$ cat src/rtl/ifu_fetch_ctrl.sv
// Fetch sequencer: owns the fetch PC, selects start / redirect / hold / +stride,
// and gates fetch on instruction-buffer back-pressure and the WFI/exception drain.
module ifu_fetch_ctrl #(
    parameter int PC_WIDTH      = 32,
    parameter int EXCEPTION_NUM = 2,
    parameter int FETCH_STRIDE  = 8
) (
    input  logic                     clk,
    input  logic                     rst_n,
    input  logic                     start_pulse,
    input  logic [PC_WIDTH-1:0]      start_pc,
    input  logic [EXCEPTION_NUM-1:0] core_configuration,
    input  logic                     idu_ifu_instBuffer_full,
    input  logic                     idu_ifu_detect_exceptions_wfi,
    input  logic                     iex_ifu_report_exceptions_wfi,
    input  logic                     iex_ifu_bru_flush,
    input  logic [PC_WIDTH-1:0]      iex_ifu_bru_redir_pc,
    output logic                     ifu_fetch_vld,
    output logic [PC_WIDTH-1:0]      ifu_fetch_pc_1,
    output logic [PC_WIDTH-1:0]      ifu_fetch_pc_2,
    output logic                     ifu_fetch_pc_unalign_1,
    output logic                     ifu_fetch_pc_unalign_2,
    output logic                     ifu_csr_start_pulse,
    output logic [EXCEPTION_NUM-1:0] ifu_csr_core_configuration,
    output logic [1:0]               ifu_fetch_state
);

    // Handshake: a fetch PC pair is consumed by stage 1 in every cycle where
    // ifu_fetch_vld is high; there is no ready, back-pressure arrives only
    // through idu_ifu_instBuffer_full, which drops vld in the same cycle.

    typedef enum logic [1:0] {
        ST_IDLE  = 2'b00,
        ST_RUN   = 2'b01,
        ST_DRAIN = 2'b10,
        ST_HALT  = 2'b11
    } state_t;

    localparam logic [PC_WIDTH-1:0] SLOT_OFFSET = PC_WIDTH'(4);
    localparam logic [PC_WIDTH-1:0] STRIDE      = PC_WIDTH'(FETCH_STRIDE);

    state_t                     state_q, state_d;
    logic [PC_WIDTH-1:0]        pc_q, pc_d;
    logic [PC_WIDTH-1:0]        pc2_q;
    logic                       csr_start_q;
    logic [EXCEPTION_NUM-1:0]   cfg_q;
    logic                       start_block_q;
    logic                       start_accept;
    logic                       vld;

    assign vld = (state_q == ST_RUN) && !idu_ifu_instBuffer_full;

    always_comb begin
        state_d      = state_q;
        pc_d         = pc_q;
        start_accept = 1'b0;
        if (iex_ifu_bru_flush && (state_q == ST_RUN || state_q == ST_DRAIN)) begin
            // Redirect beats a same-cycle WFI detect or report: the WFI was younger.
            state_d = ST_RUN;
            pc_d    = iex_ifu_bru_redir_pc;
        end else if (start_pulse && !start_block_q &&
                     (state_q == ST_IDLE || state_q == ST_HALT)) begin
            state_d      = ST_RUN;
            pc_d         = start_pc;
            start_accept = 1'b1;
        end else if (idu_ifu_detect_exceptions_wfi && state_q == ST_RUN) begin
            state_d = ST_DRAIN;
        end else if (iex_ifu_report_exceptions_wfi && state_q == ST_DRAIN) begin
            state_d = ST_HALT;
        end else if (vld) begin
            pc_d = pc_q + STRIDE;
        end
    end

    always_ff @(posedge clk or negedge rst_n) begin
        if (!rst_n) begin
            state_q       <= ST_IDLE;
            pc_q          <= '0;
            pc2_q         <= '0;
            csr_start_q   <= 1'b0;
            cfg_q         <= '0;
            start_block_q <= 1'b0;
        end else begin
            state_q     <= state_d;
            pc_q        <= pc_d;
            // Slot-1 PC is registered so that it reads zero out of reset.
            pc2_q       <= pc_d + SLOT_OFFSET;
            csr_start_q <= start_accept;
            if (start_accept) begin
                cfg_q <= core_configuration;
            end
            // A held start pulse must only start the core once.
            if (start_accept) begin
                start_block_q <= 1'b1;
            end else if (!start_pulse) begin
                start_block_q <= 1'b0;
            end
        end
    end

    assign ifu_fetch_vld              = vld;
    assign ifu_fetch_pc_1             = pc_q;
    assign ifu_fetch_pc_2             = pc2_q;
    assign ifu_fetch_pc_unalign_1     = |pc_q[1:0];
    assign ifu_fetch_pc_unalign_2     = |pc2_q[1:0];
    assign ifu_csr_start_pulse        = csr_start_q;
    assign ifu_csr_core_configuration = cfg_q;
    assign ifu_fetch_state            = state_q;

endmodule

$ cat config.mk
export PLATFORM = sky130hd
export DESIGN_NAME = ifu_fetch_ctrl
export DESIGN_NICKNAME = d
export VERILOG_FILES = /design/src/rtl/ifu_fetch_ctrl.sv
export SDC_FILE = /design/constraint.sdc
export NUM_CORES = 1
export LEC_CHECK = 0
export BUFFER_PORTS_ARGS = -buffer_cell sky130_fd_sc_hd__buf_2
export CAP_MARGIN = 5
export CORE_AREA = 2 2 92 94
export DETAILED_ROUTE_END_ITERATION = 16
export DIE_AREA = 0 0 94 96
export GPL_ROUTABILITY_DRIVEN = 0
export PLACE_DENSITY = 0.79
export SETUP_SLACK_MARGIN = 0.3
export SYNTH_ARGS = -nofsm -noshare
export SYNTH_HDL_FRONTEND = slang
export SYNTH_SLANG_ARGS = --single-unit
$ cat constraint.sdc
create_clock -name clk -period 3.4 [get_ports clk]
set_input_delay 0.34 -clock clk [delete_from_list [all_inputs] [get_ports clk]]
set_output_delay 0.34 -clock clk [all_outputs]
set_load 0.05 [all_outputs]
== Word-level counts from Yosys, hierarchy flattened ==
Index checks and enable logic that the tools add are counted.

* Equal/unequal tests: 4
* Shifts and indexed selects: 0
* Magnitude comparators: 0
* Multipliers: 0
* Reduce and logical (&&, ||, !) cells: 14
* Div/mod/pow operators: 0
* Bitwise logic cells: 0
* Add/subtract/negate cells: 2
* Mux-type cells: 13

{| class="wikitable"
|+ Operator list
! operator !! count
|-
| 32-bit two-way mux || 5
|-
| 32-bit by 3-bit adder with 32-bit output (second input constant) || 1
|-
| 32-bit by 4-bit adder with 32-bit output (second input constant) || 1
|-
| 2-bit two-way mux || 4
|-
| 1-bit logical AND || 6
|-
| 2-bit == test (second input constant) || 2
|-
| 1-bit two-way mux || 4
|-
| 4-bit nonzero test || 1
|-
| 2-bit OR reduction || 2
|-
| 2-bit by 1-bit == test with 1-bit output (second input constant) || 1
|-
| 1-bit logical NOT || 2
|-
| 2-bit logical NOT || 1
|-
| 1-bit logical OR || 2
|-
| 2-bit by 1-bit inequality test with 1-bit output (second input constant) || 1
|}

* ROM bits: 0
* Logic and storage cells: 39
* RAM bits: 0
* Bits in latches: 0
* Memories kept: 0
* Input port bits: 73
* Register bits: 70

== Longest topological paths before layout ==
Gate-level depths: netlist of run 1.

* Depth in word-level cells: 8
* Depth in mapped cells: 15
* Depth with buffers taken out: 12

== Least setup slack after synthesis of run 1 ==
Ideal clock, no wire load.

* Path type: register -> register
* From: register state_q[0], in the netlist ifu_fetch_state[0]
* To: register pc2_q[30], in the netlist ifu_fetch_pc_2[30]
* Path buffers: 1
* Cell stages (with the launch flop): 11
* Clock period less this slack: 3485 ps
* Slack: -85 ps
* Arrival: 3356 ps
* Cells stage by stage: dfrtp_1 ha_1 and2b_1 nand3_1 buf_2 or4_1 a31oi_2 nand3_1 nor4_4 nand4_1 xnor2_1

* Longest elaborated chain between the ends: 8
* Elaborated cells between the ends (all ways): 17
* Classes of those cells: 1 x add/sub; 3 x eq/ne; 5 x mux; 8 x reduce/logical

{| class="wikitable"
|+ RTL lines
! what !! RTL line !! RTL
|-
| start: declaration || 42 || <nowiki>state_t state_q, state_d;</nowiki>
|-
| start signal: assignment || 84 || <nowiki>state_q <= state_d;</nowiki>
|-
| 2-bit by 1-bit == test with 1-bit output || 51 || <nowiki>assign vld = (state_q == ST_RUN) && !idu_ifu_instBuffer_full;</nowiki>
|-
| 1-bit logical AND || 51 ||
|-
| via ifu_fetch_vld || 18 || <nowiki>output logic ifu_fetch_vld,</nowiki>
|-
| 32-bit two-way mux || 70 || <nowiki>end else if (vld) begin</nowiki>
|-
| 32-bit two-way mux || 68 || <nowiki>end else if (iex_ifu_report_exceptions_wfi && state_q == ST_DRAIN) begin</nowiki>
|-
| 32-bit two-way mux || 66 || <nowiki>end else if (idu_ifu_detect_exceptions_wfi && state_q == ST_RUN) begin</nowiki>
|-
| 32-bit two-way mux || 61 || <nowiki>end else if (start_pulse && !start_block_q &&</nowiki>
|-
| 32-bit two-way mux || 57 || <nowiki>if (iex_ifu_bru_flush && (state_q == ST_RUN || state_q == ST_DRAIN)) begin</nowiki>
|-
| via pc_d[18] || 43 || <nowiki>logic [PC_WIDTH-1:0] pc_q, pc_d;</nowiki>
|-
| 32-bit by 3-bit adder with 32-bit output || 87 || <nowiki>pc2_q <= pc_d + SLOT_OFFSET;</nowiki>
|-
| end signal: assignment || 87 ||
|-
| end: declaration || 44 || <nowiki>logic [PC_WIDTH-1:0] pc2_q;</nowiki>
|}

The timed path passes the listed nets, and every way through them passes these cells.
A chain may end at the register's enable or synchronous reset.

== Final worst setup path of run 1 ==
* From: register pc_q[3], in the netlist ifu_fetch_pc_1[3]
* To: register pc2_q[29], in the netlist ifu_fetch_pc_2[29]

* Longest elaborated chain between the ends: 7

{| class="wikitable"
|+ RTL lines
! what !! RTL line !! RTL
|-
| start: declaration || 43 ||
|-
| start signal: assignment || 85 || <nowiki>pc_q <= pc_d;</nowiki>
|-
| 32-bit by 4-bit adder with 32-bit output || 71 || <nowiki>pc_d = pc_q + STRIDE;</nowiki>
|-
| 32-bit two-way mux || 70 ||
|-
| 32-bit two-way mux || 68 ||
|-
| 32-bit two-way mux || 66 ||
|-
| 32-bit two-way mux || 61 ||
|-
| 32-bit two-way mux || 57 ||
|-
| via pc_d[25] || 43 ||
|-
| 32-bit by 3-bit adder with 32-bit output || 87 ||
|}

The timed path passes the listed nets, and every way through them passes these cells.

==> results of run 1 <==
==> kinds of logic (layout without fill, tap and decap cells) <==
| kind of cell | count (synthesis) | in the layout | share of synthesized area |
|---|---|---|---|
| flip-flops | 68 | 68 | 0.434 |
| AO/OA/AOI/OAI | 69 | 69 | 0.142 |
| AND/OR/NAND/NOR | 175 | 178 | 0.273 |
| adder cells (fa/ha/maj) | 4 | 4 | 0.0128 |
| buffers and inverters | 38 | 210 | 0.0446 |
| multiplexers | 1 | 1 | 0.00255 |
| XOR/XNOR | 41 | 41 | 0.0915 |
==> routing by layer <==
metal / vias to the layer above / GRT usage
met5: - / 0
met4: 0 / 0.147
met3: 46 / 0.0540
met2: 256 / 0.489
met1: 1938 / 0.348
li1: 1835 / -
==> timing repair <==
action / CTS / global route
cloned: 2 / 2
pin swaps: 8 / 18
resized for setup: 15 / 24
setup endpoints to repair: 20 / 19
setup buffers: 3 / 14
==> state kept, by name, indices dropped and copies added (netlist names) <==
register,cells
ifu_csr_core_configuration,2
ifu_csr_start_pulse,1
ifu_fetch_pc_1,30
ifu_fetch_pc_2,32
ifu_fetch_state,2
start_block_q,1
==> worst paths after layout <==
| kind | cells after the start | end | start |
|---|---|---|---|
| setup / recovery | 10 | ifu_fetch_pc_2[29]$_DFF_PN0_ | ifu_fetch_pc_1[3]$_DFF_PN0_ |
| hold / removal | 1 | ifu_csr_start_pulse$_DFF_PN0_ | rst_n |
| setup reg to reg | 10 | ifu_fetch_pc_2[29]$_DFF_PN0_ | ifu_fetch_pc_1[3]$_DFF_PN0_ |
| max in group asynchronous | 2 | ifu_fetch_pc_1[4]$_DFF_PN0_ | rst_n |
| hold reg to reg | 2 | ifu_csr_core_configuration[0]$_DFFE_PN0P_ | ifu_csr_core_configuration[0]$_DFFE_PN0P_ |
| min in group clk | 3 | ifu_csr_core_configuration[0]$_DFFE_PN0P_ | core_configuration[0] |
==> Yosys cell counts, types with 4 or more instances <==
library cell | n | share of area
sky130_fd_sc_hd__a22oi_1 | 4 | 0.0077
sky130_fd_sc_hd__nand2_1 | 32 | 0.031
sky130_fd_sc_hd__and3_1 | 13 | 0.021
sky130_fd_sc_hd__xor2_1 | 7 | 0.016
sky130_fd_sc_hd__nor3_1 | 8 | 0.010
sky130_fd_sc_hd__nor4_1 | 6 | 0.0096
sky130_fd_sc_hd__o31ai_1 | 9 | 0.017
sky130_fd_sc_hd__buf_4 | 4 | 0.0077
sky130_fd_sc_hd__nand2b_1 | 4 | 0.0064
sky130_fd_sc_hd__clkbuf_1 | 6 | 0.0057
sky130_fd_sc_hd__or3_1 | 5 | 0.0080
sky130_fd_sc_hd__dfrtp_1 | 68 | 0.43
sky130_fd_sc_hd__a31oi_1 | 4 | 0.0064
sky130_fd_sc_hd__o21ai_0 | 6 | 0.0077
sky130_fd_sc_hd__or4_1 | 8 | 0.015
sky130_fd_sc_hd__nor2_1 | 21 | 0.020
sky130_fd_sc_hd__ha_1 | 4 | 0.013
sky130_fd_sc_hd__and2_1 | 4 | 0.0064
sky130_fd_sc_hd__nand4_1 | 25 | 0.040
sky130_fd_sc_hd__nand3_1 | 21 | 0.027
sky130_fd_sc_hd__inv_1 | 14 | 0.013
sky130_fd_sc_hd__xnor2_1 | 34 | 0.076
sky130_fd_sc_hd__buf_2 | 8 | 0.010
sky130_fd_sc_hd__o22ai_1 | 16 | 0.026
sky130_fd_sc_hd__nor3b_2 | 5 | 0.016
==> critical path: stages, from the launching register on <==
cell                       delay [ns]
sky130_fd_sc_hd__dfrtp_2         0.42
sky130_fd_sc_hd__ha_1            0.23
sky130_fd_sc_hd__nand2_1         0.15
sky130_fd_sc_hd__or4_1           0.57
sky130_fd_sc_hd__or4_1           0.47
sky130_fd_sc_hd__a31oi_4         0.24
sky130_fd_sc_hd__o211ai_1        0.20
sky130_fd_sc_hd__nor4_4          0.24
sky130_fd_sc_hd__buf_4           0.17
sky130_fd_sc_hd__nand4_1         0.12
sky130_fd_sc_hd__xnor2_1         0.14
==> through the flow <==
stage	setup WS [ns]	cells
after floorplan	0.307	396
after global placement	0.241	639
after detailed placement	0.139	639
after CTS	0.301	660
after global routing	0.202	676
final	0.331	676
==> final cells by class <==
class | count | area, um2 | area share
inverter | 16 | 62.6 | 0.0116
tap | 105 | 131 | 0.0245
clock inverter | 7 | 82.6 | 0.0154
clock buffer | 9 | 124 | 0.0231
sequential | 68 | 1710 | 0.318
multi-input combinational | 293 | 2270 | 0.422
timing repair buffer | 178 | 996 | 0.185
==> summary.txt, run 1 <==
Placement Cell Area - 4800 um2
Total length of routed met3 wires - 1100 um
Final antenna diode count - 0
Highest signal layer in the routed design - met4
Area growth from synthesis to layout - 36.9%
Total met2 wirelength after detailed routing - 6460 um
Worst EP required - 3.66 ns
Count of vias placed by the detailed router - 4,075
Endpoint type of the worst setup path - register
Synthesis warning total - 0
Count of distinct cell types in the synthesized netlist - 61
Kind of start point of the critical path - register
Std-Cell Core Area - 8050 um2
Most common library cell in the layout ignoring fill and taps - sky130_fd_sc_hd__buf_2
Effective utilization at floorplan - 0.487
Port Buf Inserts - 144
Number of nets in the layout - 643
Die boundary width - 94 um
Arrival time of the worst setup path - 3.33 ns
Fraction of final layout cells with drive strength greater than 1 - 0.436
Synthesized net count - 473
Most frequent cells in the layout - sky130_fd_sc_hd__buf_2, sky130_fd_sc_hd__dfrtp_1, sky130_fd_sc_hd__xnor2_1
First-pass iteration count of the detailed router - 5
Floorplan die area - 9020 um2
Maximum frequency from static timing analysis - 326 MHz
Fillers - 655
Remaining max-slew budget at the tightest pin - 0.323
Highest fanout seen on the critical path - 5
Fin util - 0.667
Final Max Tran Viols - 0
Cell count after synthesis - 396
Min-delay worst type - input pin to async pin
Die height - 96 um
Async set or reset register ratio after synthesis - 1.00
Number of remaining DRC errors - 0
Antenna violations before repair - 0
Maximum number of buffers from clock root to sink - 2
Met1 wire length - 5140 um
Post-synthesis cell area - 3920 um2
Count of endpoints failing hold in the final timing report - 0
Hold-fix buffers, CTS - 0
Avg WL per Cell - 19.5 um
Number of clock sinks seen by CTS - 68
Category of the critical setup timing path - register to register
Detailed Route Iter0 Violations - 344
Number of H-tree levels - 3
Run status - completed
Number of global-route vias before repair - 3,888
Clock transition at the register clock pins on the worst setup and hold paths after CTS - 0.09 ns
Final ANT Viol Nets - 0
CTS tree - done
Worst slew pin tran - 1.02 ns
Clock buffers created by TritonCTS - 9
Number of enable-type register cells in the synthesized netlist - 0
Total wire length - 13,100 um
Fraction of the yosys area taken by sequential cells - 0.434
Worst hold slack - 0.138 ns
Syn avg cell area - 9.91 um2
Global route overflow - 0
Wire length of the first global-routing pass - 19,500 um
Clock Skews - 0.00735 ns
Number of core rows - 33
Worst R2R Setup Slack - 0.33 ns
Final setup violation count - 0
Count of boundary I/O pins - 145
Top FF cell, synth - sky130_fd_sc_hd__dfrtp_1
Final critical-path share of the clock period - 0.903
Pin count of the biggest net entering global routing - 47
Buffer type at the clock tree root - sky130_fd_sc_hd__clkbuf_8
Setup TNS after final layout - 0 ns
Synthesized flop and latch total - 68
Number of maximum-capacitance violations - 0
Clock latency of the later-clocked register in the worst-skew pair - 0.37 ns
Placed wire-length estimate after detailed placement - 8970 um
Final critical path time including I/O delays and setup - 3.07 ns
Unrepaired setup endpoints after global routing - no
Via-to-Cell Ratio - 6.03
Overall global routing resource usage - 0.287
Cell area after layout - 5370 um2
Power of run 1 is not shown: default switching activity piles up to over one toggle a cycle in this logic, so the estimate is an artifact.
==> inputs of run 2 (changes only) <==
Settings changed: PLACE_DENSITY 0.79 to 0.82.
==> run 2 against run 1 <==
  * Cell area shrank 1.5%
  * Register-to-register slack improved by 0.05 ns
  * Sequential share of layout area rose by 0.47 points
  * Via count decreased by 3.3%
==> summary.txt, run 2 (synthesized netlist as in run 1, its figures left out) <==
GR Util met3 - 0.0642 (+0.0102)
Buffer type at the clock tree root - sky130_fd_sc_hd__clkbuf_8
Floorplan die area - 9020 um2 (unchanged)
Run status - completed
Wire length of the first global-routing pass - 18,500 um (-5.1%)
Slowest stage cell, crit path - sky130_fd_sc_hd__dfrtp_2
Number of standard cells in the layout, taps in and fillers out - 672 (-0.59%)
CTS tree - done
Final ANT Viol Nets - 0 (unchanged)
Hold-fix buffers, CTS - 0 (unchanged)
Delay-heaviest family, CP - simple AND/OR/NAND/NOR gates
Detailed Route Iter0 Violations - 322 (-6.4%)
Number of H-tree levels - 3 (unchanged)
Via-to-Cell Ratio - 5.86 (-2.7%)
Setup WS post-layout - 0.378 ns (+0.0475 ns)
Maximum frequency from static timing analysis - 331 MHz (+1.6%)
Endpoint type of the worst setup path - register
Clock transition at the register clock pins on the worst setup and hold paths after CTS - 0.08 ns (about the same)
Arrival time of the worst setup path - 3.26 ns (-0.07 ns)
Category of the critical setup timing path - register to register
Pin count of the biggest net entering global routing - 50 (+6.4%)
Clock buffers created by TritonCTS - 9 (unchanged)
Number of clock sinks seen by CTS - 68 (unchanged)
Crit path depth - 13 (+3)
Worst hold slack - 0.173 ns (+0.0357 ns)
Die height - 96 um (unchanged)
Final critical-path share of the clock period - 0.889 (-0.0140)
Most frequent cell on the critical path - sky130_fd_sc_hd__buf_4
Clock Skews - 0.00856 ns (+0.00121 ns)
Series of cell instances along the critical path - inv_1 -> ha_1 -> buf_4 -> nand2b_1 -> buf_6 -> buf_4 -> nand3_1 -> nor4_1 -> nor3b_2 -> nand3_2 -> nor4_4 -> nand4_1 -> xnor2_1
Highest fanout seen on the critical path - 16 (+11)
Layer carrying the most global-route usage - met2
Overall global routing resource usage - 0.269 (-0.0175)
Avg WL per Cell - 18.5 um (-4.8%)
Most common library cell in the layout ignoring fill and taps - sky130_fd_sc_hd__buf_2
Effective utilization at floorplan - 0.487 (unchanged)
Clock latency of the later-clocked register in the worst-skew pair - 0.36 ns (about the same)
Die boundary width - 94 um (unchanged)
Worst R2R Setup Slack - 0.38 ns (+0.05 ns)
Kind of start point of the critical path - register
Total wire length - 12,400 um (-5.3%)
Placed wire-length estimate after detailed placement - 8830 um (-1.5%)
Final Max Tran Viols - 0 (unchanged)
Number of maximum-capacitance violations - 0 (unchanged)
Std-Cell Core Area - 8050 um2 (unchanged)
Count of boundary I/O pins - 145 (unchanged)
Final antenna diode count - 0 (unchanged)
Final critical path time including I/O delays and setup - 3.02 ns (-0.0475 ns)
First-pass iteration count of the detailed router - 5 (unchanged)
Global routing usage on met1 - 0.323 (-0.0243)
R2r worst-path depth - 13 (+3)
Dpl ws - 0.205 ns (+0.0660 ns)
Destination of the worst register-to-register timing path - ifu_fetch_pc_2[30]$_DFF_PN0_
Number of global-route vias before repair - 3,833 (-1.4%)
Antenna violations before repair - 0 (unchanged)
Worst EP required - 3.64 ns (-0.02 ns)
Count of vias placed by the detailed router - 3,941 (-3.3%)
Fraction of final layout cells with drive strength greater than 1 - 0.429 (-0.00751)
Most frequent cells in the layout - sky130_fd_sc_hd__buf_2, sky130_fd_sc_hd__dfrtp_1, sky130_fd_sc_hd__xnor2_1
Start point of the critical path - ifu_fetch_state[0]$_DFFE_PN0P_
Count of endpoints failing hold in the final timing report - 0 (unchanged)
Port Buf Inserts - 144 (unchanged)
M2 GR Usage - 0.473 (-0.0155)
Setup TNS after final layout - 0 ns (unchanged)
Number of core rows - 33 (unchanged)
Worst slew pin tran - 1.12 ns (+0.108 ns)
Area growth from synthesis to layout - 34.8%
Number of remaining DRC errors - 0 (unchanged)
Number of nets in the layout - 639 (-0.62%)
Global route overflow - 0 (unchanged)
Worst stage delay on the critical path - 0.41 ns (-0.16 ns)
Maximum number of buffers from clock root to sink - 2 (unchanged)
Critical path destination - ifu_fetch_pc_2[30]$_DFF_PN0_
Remaining max-slew budget at the tightest pin - 0.251 (-0.0719)
Final setup violation count - 0 (unchanged)
Min-delay worst type - input pin to register
Startpoint of the worst register-to-register path - ifu_fetch_state[0]$_DFFE_PN0P_
Max FFs per register - 32 (unchanged)
Instance count after placement with tap cells included - 639 (unchanged)
Unrepaired setup endpoints after global routing - no
Number of buffer and inverter instances along the worst setup path - 4 (+3)
==> run 2: cell types whose count changed in the layout (fill, tap and decap cells not counted), sizes merged <==
cell / change
and4b: -1
buf: -1
clkbuf: -1
clkinv: +4
clkinvlp: -2
inv: -2
nand3: -1
==> run 2: what timing repair did <==
| item | 4_1_cts | 5_1_grt |
|---|---|---|
| gates cloned | 0 | 1 |
| hold endpoints to repair | 0 | 0 |
| setup endpoints to repair | 20 | 21 |
| buffers inserted | 0 | 16 |
| pin swaps | 2 | 18 |
| gates resized for setup | 5 | 26 |
==> run 2: stage by stage <==
stage          utilization  instance area, um2
2_1_floorplan            -                3950
3_3_place_gp         0.597                4800
3_5_place_dp         0.597                4800
4_1_cts              0.624                5020
5_1_grt              0.657                5290
6_report             0.657                5290
==> run 2: worst min path at each step <==
stage,cells after the start,startpoint,to
after CTS,3,core_configuration[0],ifu_csr_core_configuration[0]$_DFFE_PN0P_
final,3,core_configuration[0],ifu_csr_core_configuration[0]$_DFFE_PN0P_
after detailed placement,2,ifu_csr_core_configuration[0]$_DFFE_PN0P_,ifu_csr_core_configuration[0]$_DFFE_PN0P_
after floorplan,0,rst_n,ifu_csr_core_configuration[0]$_DFFE_PN0P_
after global routing,3,core_configuration[0],ifu_csr_core_configuration[0]$_DFFE_PN0P_
after global placement,2,ifu_csr_core_configuration[1]$_DFFE_PN0P_,ifu_csr_core_configuration[1]$_DFFE_PN0P_
==> run 2: per-layer routing <==
metal | wire, um | vias to the layer above
met2 | 6080 | 226
met3 | 1130 | 34
met1 | 4910 | 1864
li1 | - | 1817
met4 | 328 | 0
met5 | 0 | -
==> run 2: layout make-up <==
type	count	area (um2)
Fill cell	680	2760
Multi-Input combinational cell	291	2220
Sequential cell	68	1710
Timing Repair Buffer	176	968
Tap cell	105	131
Clock buffer	9	124
Clock inverter	7	75.1
Inverter	16	60.1
==> run 2: worst reg2reg max path: cells and delay by family, from the launching register on <==
kind,cells,cell delay [ns]
flip-flops,1,0.41
buffers and inverters,4,0.61
XOR/XNOR,1,0.15
adder cells (fa/ha/maj),1,0.30
AND/OR/NAND/NOR,7,1.45
Power of run 2 is left out for the same reason.
==> inputs of run 3 (changes only) <==
Settings changed: ABC_AREA from default to 1, CORE_AREA 2 2 92 94 to 2 2 98 100, DIE_AREA 0 0 94 96 to 0 0 100 102, GPL_TIMING_DRIVEN from default to 0, PLACE_DENSITY 0.82 to 0.83.
==> run 3 against run 2 <==
  * Count of clock-buffer cells in the layout grew 3
  * Area after synthesis increased by 19%
  * Final cell count rose by 33%
  * First-iteration DRC count up 39%
  * Non-clock buffer count shrank 19
  * Clock skew decreased by 0.0025 ns
==> summary.txt, run 3 <==
Run status - completed
Effective utilization at floorplan - 0.513 (+0.0254)
Most used standard cells in the synthesized netlist - sky130_fd_sc_hd__nand2_1, sky130_fd_sc_hd__inv_1, sky130_fd_sc_hd__dfrtp_1
Count of endpoints failing hold in the final timing report - 0 (unchanged)
Wire length of the first global-routing pass - 23,200 um (+26%)
Async set or reset register ratio after synthesis - 1.00 (unchanged)
Overall global routing resource usage - 0.292 (+0.0231)
Highest fanout seen on the critical path - 10 (-6)
Top FF cell, synth - sky130_fd_sc_hd__dfrtp_1
Number of enable-type register cells in the synthesized netlist - 0 (unchanged)
Number of nets in the layout - 852 (+33%)
GR Util met3 - 0.0458 (-0.0184)
Clock transition at the register clock pins on the worst setup and hold paths after CTS - 0.08 ns (about the same)
Global routing usage on met1 - 0.365 (+0.0411)
Worst hold slack - 0.0939 ns (-0.0794 ns)
Layer carrying the most global-route usage - met2
Startpoint of the worst register-to-register path - ifu_fetch_state[0]$_DFFE_PN0P_
Detailed Route Iter0 Violations - 447 (+39%)
R2r worst-path depth - 19 (+6)
Endpoint type of the worst setup path - register
Port Buf Inserts - 144 (unchanged)
Die boundary width - 100 um (+6.4%)
Floorplan die area - 10,200 um2 (+13%)
Delay-heaviest family, CP - simple AND/OR/NAND/NOR gates
Pin count of the biggest net entering global routing - 69 (+38%)
Hold-fix buffers, CTS - 0 (unchanged)
Die height - 102 um (+6.3%)
CTS tree - done
Std-Cell Core Area - 9110 um2 (+13%)
Setup repair bufs after CTS - 0 (unchanged)
Min-delay worst type - input pin to async pin
Library cell occupying the most area in the post-synthesis netlist - sky130_fd_sc_hd__dfrtp_1
Fraction of the yosys area taken by sequential cells - 0.364 (-0.0694)
Maximum number of buffers from clock root to sink - 2 (unchanged)
Synthesis warning total - 0 (unchanged)
Area growth from synthesis to layout - 22.6%
Instance count after placement with tap cells included - 875 (+37%)
Via-to-Cell Ratio - 5.44 (-7.2%)
Final setup violation count - 0 (unchanged)
Remaining max-slew budget at the tightest pin - 0.433 (+0.182)
Number of remaining DRC errors - 0 (unchanged)
Number of global-route vias before repair - 4,790 (+25%)
Fraction of final layout cells with drive strength greater than 1 - 0.326 (-0.103)
M2 GR Usage - 0.504 (+0.0309)
Most frequent cells in the layout - sky130_fd_sc_hd__nand2_1, sky130_fd_sc_hd__buf_2, sky130_fd_sc_hd__inv_1
Clock latency of the later-clocked register in the worst-skew pair - 0.34 ns (-0.02 ns)
Final Max Tran Viols - 0 (unchanged)
Synthesized flop and latch total - 68 (unchanged)
Buffer type at the clock tree root - sky130_fd_sc_hd__clkbuf_8
Worst stage delay on the critical path - 0.40 ns (about the same)
Clock Skews - 0.00605 ns (-0.00251 ns)
Final critical path time including I/O delays and setup - 2.77 ns (-0.254 ns)
Number of core rows - 35 (+6.1%)
Synth area leaders - sky130_fd_sc_hd__dfrtp_1, sky130_fd_sc_hd__nand2_1, sky130_fd_sc_hd__inv_1, sky130_fd_sc_hd__nand3_1, sky130_fd_sc_hd__nor2_1
Post-synthesis cell area - 4670 um2 (+19%)
Final antenna diode count - 0 (unchanged)
Count of boundary I/O pins - 145 (unchanged)
Max FFs per register - 32 (unchanged)
Worst EP required - 3.63 ns (about the same)
Cell count after synthesis - 620 (+57%)
Total wire length - 14,400 um (+16%)
Fin util - 0.629 (-0.0283)
Synthesized net count - 697 (+47%)
Kind of start point of the critical path - register
Count of vias placed by the detailed router - 4,851 (+23%)
Number of standard cells in the layout, taps in and fillers out - 891 (+33%)
Area fraction of the dominant cell type after synthesis - 0.364 (-0.0694)
Maximum frequency from static timing analysis - 361 MHz (+9.2%)
Number of buffer and inverter instances along the worst setup path - 5 (+1)
Number of maximum-capacitance violations - 0 (unchanged)
Syn avg cell area - 7.53 um2 (-24%)
Series of cell instances along the critical path - inv_1 -> ha_1 -> nand2_2 -> nor2_8 -> inv_2 -> buf_4 -> o22a_1 -> nand2_1 -> inv_1 -> ha_1 -> nand2_2 -> nor2_4 -> nand2_2 -> inv_2 -> nand3_2 -> nor2_4 -> nand2_1 -> nand2_1 -> nand2_1
Slowest stage cell, crit path - sky130_fd_sc_hd__dfrtp_1
Setup TNS after final layout - 0 ns (unchanged)
Post-cts sizing count - 0 (-5)
Count of distinct cell types in the synthesized netlist - 33 (-46%)
Destination of the worst register-to-register timing path - ifu_fetch_pc_2[28]$_DFF_PN0_
Antenna violations before repair - 0 (unchanged)
Most common library cell in the layout ignoring fill and taps - sky130_fd_sc_hd__nand2_1
Clock buffers created by TritonCTS - 9 (unchanged)
Number of clock sinks seen by CTS - 68 (unchanged)
Most frequent cell after synthesis - sky130_fd_sc_hd__nand2_1
Final ANT Viol Nets - 0 (unchanged)
Arrival time of the worst setup path - 3.00 ns (-0.26 ns)
Worst slew pin tran - 0.850 ns (-0.273 ns)
First-pass iteration count of the detailed router - 5 (unchanged)
Most frequent cell on the critical path - sky130_fd_sc_hd__nand2_1
Final critical-path share of the clock period - 0.814 (-0.0747)
Unrepaired setup endpoints after global routing - no
Worst R2R Setup Slack - 0.63 ns (+0.25 ns)
Global route overflow - 0 (unchanged)
Number of H-tree levels - 3 (unchanged)
Category of the critical setup timing path - register to register
Placed wire-length estimate after detailed placement - 11,400 um (+29%)
Avg WL per Cell - 16.2 um (-13%)
## run 3: cell count changes in the layout (fill, tap and decap cells not counted), sizes merged, moves of 20 or more
cell,previous run,this run
nand3,21,72
xnor2,34,1
nor2,21,96
o22a,2,26
nand2,33,188
inv,17,87
buf,176,156
## run 3: logic make-up (layout without fill, tap and decap cells)
group           count (synthesis)  in the layout  synth area share
xor+xnor                       18             18            0.0338
flops                          68             68             0.364
compound gates                 39             39            0.0643
simple gates                  391            391             0.437
buf+inv                       100            260            0.0897
fa+ha+maj                       4              4            0.0107
## run 3: through the flow
step	setup slack (ns)	instance area, um2
6_report	0.632	5730
5_1_grt	0.419	5730
4_1_cts	0.630	5730
3_5_place_dp	0.670	5530
3_3_place_gp	0.752	5530
2_1_floorplan	0.649	4670
## run 3: worst reg2reg max path: stages, from the launching register on
cell	delay (ns)
sky130_fd_sc_hd__dfrtp_1	0.40
sky130_fd_sc_hd__inv_1	0.06
sky130_fd_sc_hd__ha_1	0.35
sky130_fd_sc_hd__nand2_2	0.15
sky130_fd_sc_hd__nor2_8	0.07
sky130_fd_sc_hd__inv_2	0.07
sky130_fd_sc_hd__buf_4	0.15
sky130_fd_sc_hd__o22a_1	0.15
sky130_fd_sc_hd__nand2_1	0.07
sky130_fd_sc_hd__inv_1	0.08
sky130_fd_sc_hd__ha_1	0.22
sky130_fd_sc_hd__nand2_2	0.09
sky130_fd_sc_hd__nor2_4	0.16
sky130_fd_sc_hd__nand2_2	0.09
sky130_fd_sc_hd__inv_2	0.10
sky130_fd_sc_hd__nand3_2	0.12
sky130_fd_sc_hd__nor2_4	0.17
sky130_fd_sc_hd__nand2_1	0.06
sky130_fd_sc_hd__nand2_1	0.05
sky130_fd_sc_hd__nand2_1	0.04
## run 3: cell type report
class	instances	area, um2
fill	751	3380
tap	111	139
timing repair buffer	144	723
clock buffer	12	145
clock inverter	4	48.8
sequential	68	1700
buffer	13	92.6
inverter	87	327
multi-input combinational	452	2550
## run 3: worst max path at each step
stage / startpoint / endpoint / cells past startpoint
floorplan: ifu_fetch_state[0]$_DFFE_PN0P_ / ifu_fetch_pc_2[28]$_DFF_PN0_ / 19
global placement: ifu_fetch_state[0]$_DFFE_PN0P_ / ifu_fetch_pc_2[28]$_DFF_PN0_ / 19
detailed placement: ifu_fetch_state[0]$_DFFE_PN0P_ / ifu_fetch_pc_2[28]$_DFF_PN0_ / 19
CTS: ifu_fetch_state[0]$_DFFE_PN0P_ / ifu_fetch_pc_2[28]$_DFF_PN0_ / 19
global route: ifu_fetch_state[0]$_DFFE_PN0P_ / ifu_fetch_pc_2[30]$_DFF_PN0_ / 17
finish: ifu_fetch_state[0]$_DFFE_PN0P_ / ifu_fetch_pc_2[28]$_DFF_PN0_ / 19
## run 3: layer usage
| layer | up-vias | share of wire |
|---|---|---|
| met5 | - | 0 |
| met4 | 0 | 0.042 |
| met3 | 55 | 0.070 |
| met2 | 224 | 0.50 |
| met1 | 2283 | 0.39 |
| li1 | 2289 | - |
Power of run 3 is left out for the same reason.
